<file path="src/rtl/majority_bist_pkg.sv">
// Shared types and helpers for the majority voter BIST sequencer.
// The reference popcount-majority function is usable by RTL and benches alike.
package majority_bist_pkg;

  typedef enum logic [1:0] {
    IDLE   = 2'd0,
    APPLY  = 2'd1,
    SAMPLE = 2'd2,
    DONE   = 2'd3
  } state_t;

  // Widest voter the reference function can model.
  localparam int MAX_N = 32;

  // The error counter is one bit wider than the voter input.
  function automatic int err_w(input int n);
    return n + 1;
  endfunction

  function automatic logic maj_golden(input logic [MAX_N-1:0] pattern, input int n);
    int ones;
    ones = 0;
    for (int i = 0; i < MAX_N; i++) begin
      if (i < n) ones += int'(pattern[i]);
    end
    return (ones > n / 2);
  endfunction

endpackage

</file>
<file path="src/rtl/maj_golden.sv">
// Combinational reference majority voter used as the BIST golden model.
module maj_golden #(
  parameter int N = 3
) (
  input  logic [N-1:0] pat,
  output logic         golden
);

  localparam int MAXN = majority_bist_pkg::MAX_N;

  assign golden = majority_bist_pkg::maj_golden(MAXN'(pat), N);

endmodule

</file>
<file path="src/rtl/majority_bist_ctrl.sv">
// BIST sequencer sweeping all input patterns of an N-input majority voter.
// Optional macro MAJ_BIST_INJECT_EN adds an `inject` port that flips the golden value for all-ones.
module majority_bist_ctrl
  import majority_bist_pkg::*;
#(
  parameter int N        = 3,
  parameter int WAIT_CYC = 1,
  parameter int LOOPS    = 1
) (
  input  logic                clk,
  input  logic                rst_n,
  input  logic                start,
`ifdef MAJ_BIST_INJECT_EN
  input  logic                inject,
`endif
  output logic [N-1:0]        mp,
  input  logic                m,
  output logic                busy,
  output logic                done,
  output logic                pass,
  output logic [err_w(N)-1:0] err_cnt,
  output logic [N-1:0]        fail_pat,
  output state_t              dbg_state
);

  localparam int EW = err_w(N);
  localparam int WW = (WAIT_CYC > 1) ? $clog2(WAIT_CYC) : 1;
  localparam int LW = (LOOPS > 1) ? $clog2(LOOPS) : 1;
  localparam logic [WW-1:0] WAIT_LAST = WW'(WAIT_CYC - 1);
  localparam logic [LW-1:0] LOOP_LAST = LW'(LOOPS - 1);

  state_t          state;
  logic [WW-1:0]   wait_cnt;
  logic [LW-1:0]   loop_cnt;
  logic            gold_raw;
  logic            golden;
  logic            mismatch;
  logic [EW-1:0]   err_next;
  logic            last_pat;

  maj_golden #(.N(N)) u_golden (
    .pat    (mp),
    .golden (gold_raw)
  );

`ifdef MAJ_BIST_INJECT_EN
  logic inject_q;

  // Deliberately wrong expectation on all-ones proves the compare path can flag errors.
  assign golden = gold_raw ^ (inject_q & (&mp));
`else
  assign golden = gold_raw;
`endif

  assign mismatch  = (m != golden);
  assign err_next  = (mismatch && !(&err_cnt)) ? err_cnt + EW'(1) : err_cnt;
  assign last_pat  = (&mp) && (loop_cnt == LOOP_LAST);
  assign dbg_state = state;

  always_ff @(posedge clk or negedge rst_n) begin
    if (!rst_n) begin
      state    <= IDLE;
      mp       <= '0;
      busy     <= 1'b0;
      done     <= 1'b0;
      pass     <= 1'b0;
      err_cnt  <= '0;
      fail_pat <= '0;
      wait_cnt <= '0;
      loop_cnt <= '0;
`ifdef MAJ_BIST_INJECT_EN
      inject_q <= 1'b0;
`endif
    end else begin
      case (state)
        IDLE: begin
          done <= 1'b0;
          if (start) begin
            state    <= APPLY;
            mp       <= '0;
            busy     <= 1'b1;
            err_cnt  <= '0;
            fail_pat <= '0;
            pass     <= 1'b0;
            wait_cnt <= '0;
            loop_cnt <= '0;
`ifdef MAJ_BIST_INJECT_EN
            inject_q <= inject;
`endif
          end
        end
        APPLY: begin
          if (wait_cnt == WAIT_LAST) state <= SAMPLE;
          else wait_cnt <= wait_cnt + WW'(1);
        end
        SAMPLE: begin
          err_cnt <= err_next;
          // A zero count means nothing has failed yet in this run.
          if (mismatch && (err_cnt == '0)) fail_pat <= mp;
          if (last_pat) begin
            state <= DONE;
            busy  <= 1'b0;
            done  <= 1'b1;
            pass  <= (err_next == '0);
          end else begin
            mp       <= mp + N'(1);
            wait_cnt <= '0;
            if (&mp) loop_cnt <= loop_cnt + LW'(1);
            state    <= APPLY;
          end
        end
        DONE: begin
          done  <= 1'b0;
          state <= IDLE;
        end
        default: state <= IDLE;
      endcase
    end
  end

endmodule

</file>
<file path="config.mk">
export PLATFORM = sky130hd
export DESIGN_NAME = majority_bist_ctrl
export DESIGN_NICKNAME = d
export VERILOG_FILES = /design/src/rtl/majority_bist_pkg.sv /design/src/rtl/maj_golden.sv /design/src/rtl/majority_bist_ctrl.sv
export SDC_FILE = /design/constraint.sdc
export NUM_CORES = 1
export LEC_CHECK = 0
export ABC_AREA = 1
export BUFFER_PORTS_ARGS = -buffer_cell sky130_fd_sc_hd__buf_4
export CAP_MARGIN = 20
export CORE_UTILIZATION = 55
export CTS_BUF_LIST = sky130_fd_sc_hd__clkbuf_2 sky130_fd_sc_hd__clkbuf_4 sky130_fd_sc_hd__clkbuf_8
export DETAILED_ROUTE_END_ITERATION = 6
export GPL_ROUTABILITY_DRIVEN = 1
export GPL_TIMING_DRIVEN = 0
export PLACE_DENSITY = 0.77
export SLEW_MARGIN = 5
export SYNTH_ARGS = -nofsm -noshare
export SYNTH_HDL_FRONTEND = slang
export SYNTH_HIERARCHICAL = 1
export SYNTH_SLANG_ARGS = --single-unit
export TNS_END_PERCENT = 10
</file>
<file path="constraint.sdc">
create_clock -name clk -period 1.7 [get_ports clk]
set_input_delay 0.085 -clock clk [delete_from_list [all_inputs] [get_ports clk]]
set_output_delay 0.085 -clock clk [all_outputs]
set_load 0.01 [all_outputs]
</file>
==> results.json <==
{
  "start_util": 0.587,
  "cts_max_level": 1,
  "io_pins": 19,
  "post-dp-hpwl_um": 1540,
  "dieArea_sq_um": 2000,
  "ys.warnings.count": 6,
  "grt.total_usage": 0.231,
  "routedWlPerCell_um": 12.1,
  "portBuffers": 18,
  "p_seq_frac": 0.327,
  "fin_skew_ns": 0.00507,
  "area_growth_pct": 25.8,
  "syn-num-nets": 137,
  "grt_start_max_net_pins": 17,
  "first_global_vias": 787,
  "clock_path_buffers": 2,
  "setup_viol": 0,
  "gp_congestion": 0.842,
  "finalHoldViolations": 0,
  "cts_root_buf": "clkbuf_4",
  "switching_power_mw": 0.718,
  "p_int_mw": 0.928,
  "p_per_area_nw_per_um2": 1300,
  "grt_overflow": 0,
  "layout.nets": 164,
  "synth.distinct_cells": 20,
  "n_fill_cell": 135,
  "place_ws_ns": 0.0121,
  "setup_tns_ns": 0,
  "drive_gt1_frac": 0.291,
  "cp_max_fo": 5,
  "slew_headroom": 0.800,
  "hp-class": "input port to register",
  "fmax_mhz": 627,
  "outcome": "finished clean",
  "p_clk_frac": 0.159,
  "p_sw_frac": 0.436,
  "clk_pin_slew_ns": 0.10,
  "yosysTopAreaCell": "dfrtp_1",
  "drtAntennaViolNets": 0,
  "netlist.area_leader.share": 0.400,
  "vias": 919,
  "min_period_ns": 1.59,
  "cp-start-kind": "register",
  "rsz0062_at_grt": "true",
  "place_area_sq_um": 1170,
  "design.core.area_sq_um": 1710,
  "postSynthAreaPerCell_sq_um": 8.02,
  "dr.pass1.iters": 4,
  "drv_cap": 0,
  "cts-buffers-inserted": 3,
  "yosys-top-cells-area": "dfrtp_1 40%, nand2_1 15%, ha_1 10%, o21ai_0 6.0%, inv_1 5.6%",
  "num_rows": 15,
  "synth_cells": 125,
  "crit_required_ns": 1.88,
  "clkLatencyLatePin_ns": 0.30,
  "dr.first_iter.drc_count": 32,
  "maxSlewViolCount": 0,
  "synth-seq-cells": 16,
  "ir_drop_v": 0.000972,
  "cp-end-kind": "register",
  "hold_slack_ns": 0.160,
  "power.total_mw": 1.65,
  "setup_slack_ns": 0.106,
  "arrival_ns": 1.77,
  "stdcell_area_sq_um": 1260,
  "syn_area_sq_um": 1000,
  "viasPerCell": 5.22,
  "antenna_cells": 0,
  "synth-seq-area-share": 0.400,
  "power.leakage_nw": 0.646,
  "wl_um": 2140,
  "die_y_um": 44.7,
  "min_period_over_period": 0.938,
  "cts_tree": "yes",
  "grt_first_pass_wirelength_um": 3360,
  "cts_num_sinks": 16,
  "combPwrFrac": 0.514,
  "antenna_found_initial": 0,
  "crit_type": "register to register",
  "die_x_um": 44.7,
  "drc": 0,
  "tightest_slew_ns": 0.300
}
-- worst paths after layout --
| check | cells after the start | slack (ns) | to | start |
|---|---|---|---|---|
| min | 3 | 0.16 | dbg_state[1] | start |
| max in group asynchronous | 2 | 1.32 | mp[0] | rst_n |
| min in group asynchronous | 2 | 0.17 | err_cnt[2] | rst_n |
| max reg2reg | 7 | 0.11 | mp[2] | mp[0] |
| max | 7 | 0.11 | mp[2] | mp[0] |
| min reg2reg | 2 | 0.48 | busy | busy |
-- timing repair --
item / in CTS / in global routing
endpoints found under the setup margin: 1 / 10
resized for setup: 1 / 8
gates cloned: 0 / 0
hold buffers: 1 / 0
setup buffers: 0 / 3
pin swaps: 0 / 3
endpoints found under the hold margin: 16 / 0
-- kinds of logic after synthesis --
logic type | count (synthesis) | synth area share
fa+ha+maj | 8 | 0.0999
buf+inv | 17 | 0.0674
simple gates | 67 | 0.343
compound gates | 17 | 0.0899
flops | 16 | 0.399
-- power by group through the flow --
| stage | combinational (mW) | sequential, mW | clock (mW) |
|---|---|---|---|
| 4_1_cts | 0.800 | 0.541 | 0.258 |
| 2_1_floorplan | 0.519 | 0.567 | 0 |
| 3_3_place_gp | 0.761 | 0.543 | 0 |
| 3_5_place_dp | 0.791 | 0.549 | 0 |
| 6_report | 0.845 | 0.538 | 0.262 |
| 5_1_grt | 0.939 | 0.548 | 0.269 |
-- cells in the final DEF (no fill, tap or decap) --
master and n:
inv_1 15, clkbuf_8 1, buf_4 22, dfrtp_2 1
nand3_2 3, or2_2 1, o21ai_1 1, o21ai_0 11
dfrtp_1 15, nand2_1 38, dlygate4sd3_1 1, nand3_4 1
inv_2 1, nor2_1 3, nand2_2 4, nand3_1 9
nor2_4 2, nor2_8 1, clkbuf_4 3, nor2_2 3
o31ai_1 2, a21oi_1 3, nand4_1 1, nand4_4 1
ha_1 8
-- critical path: stages, from the launching register on --
cell and delay [ns]:
dfrtp_2 0.44, buf_4 0.15, ha_1 0.19, ha_1 0.22, nand3_2 0.13, nand2_2 0.10, o21ai_0 0.17, nand2_1 0.09
-- synthesized netlist by cell type --
cell type / number
nand2_1: 41
dfrtp_1: 16
ha_1: 8
o31ai_1: 2
nor2_8: 1
nor2_1: 5
nand3_1: 11
nand2_2: 1
a21oi_1: 3
nor2_4: 2
inv_2: 1
or2_2: 1
nand4_4: 1
o21ai_0: 12
buf_4: 1
inv_1: 15
nor2_2: 1
nand4_1: 1
nand3_4: 1
nand3_2: 1
-- routing by layer --
layer | vias up | GRT usage | part of all wire
li1 | 457 | - | -
met1 | 426 | 0.294 | 0.45
met2 | 31 | 0.382 | 0.48
met3 | 5 | 0.0449 | 0.048
met4 | 0 | 0.0970 | 0.015
met5 | - | 0 | 0
-- flip-flops by register name, summed over array words and instances (netlist names) --
register,cells
mp,3
fail_pat,3
dbg_state,2
done,1
busy,1
pass,1
err_cnt,4
loop_cnt,1
-- area by class of cell --
cell class	count	area [sq um]	area share
buffer	1	7.51	0.00595
sequential	16	402	0.318
timing repair buffer	22	168	0.133
inverter	16	60.1	0.0476
clock buffer	4	36.3	0.0288
multi-input combinational	92	557	0.441
tap	25	31.3	0.0248
-- metrics by stage --
step                       util  cells
after floorplan               -    125
after global placement    0.684    168
after detailed placement  0.684    168
after CTS                 0.713    173
after global routing      0.738    176
final                     0.738    176
(Power assumes the default switching activity.)
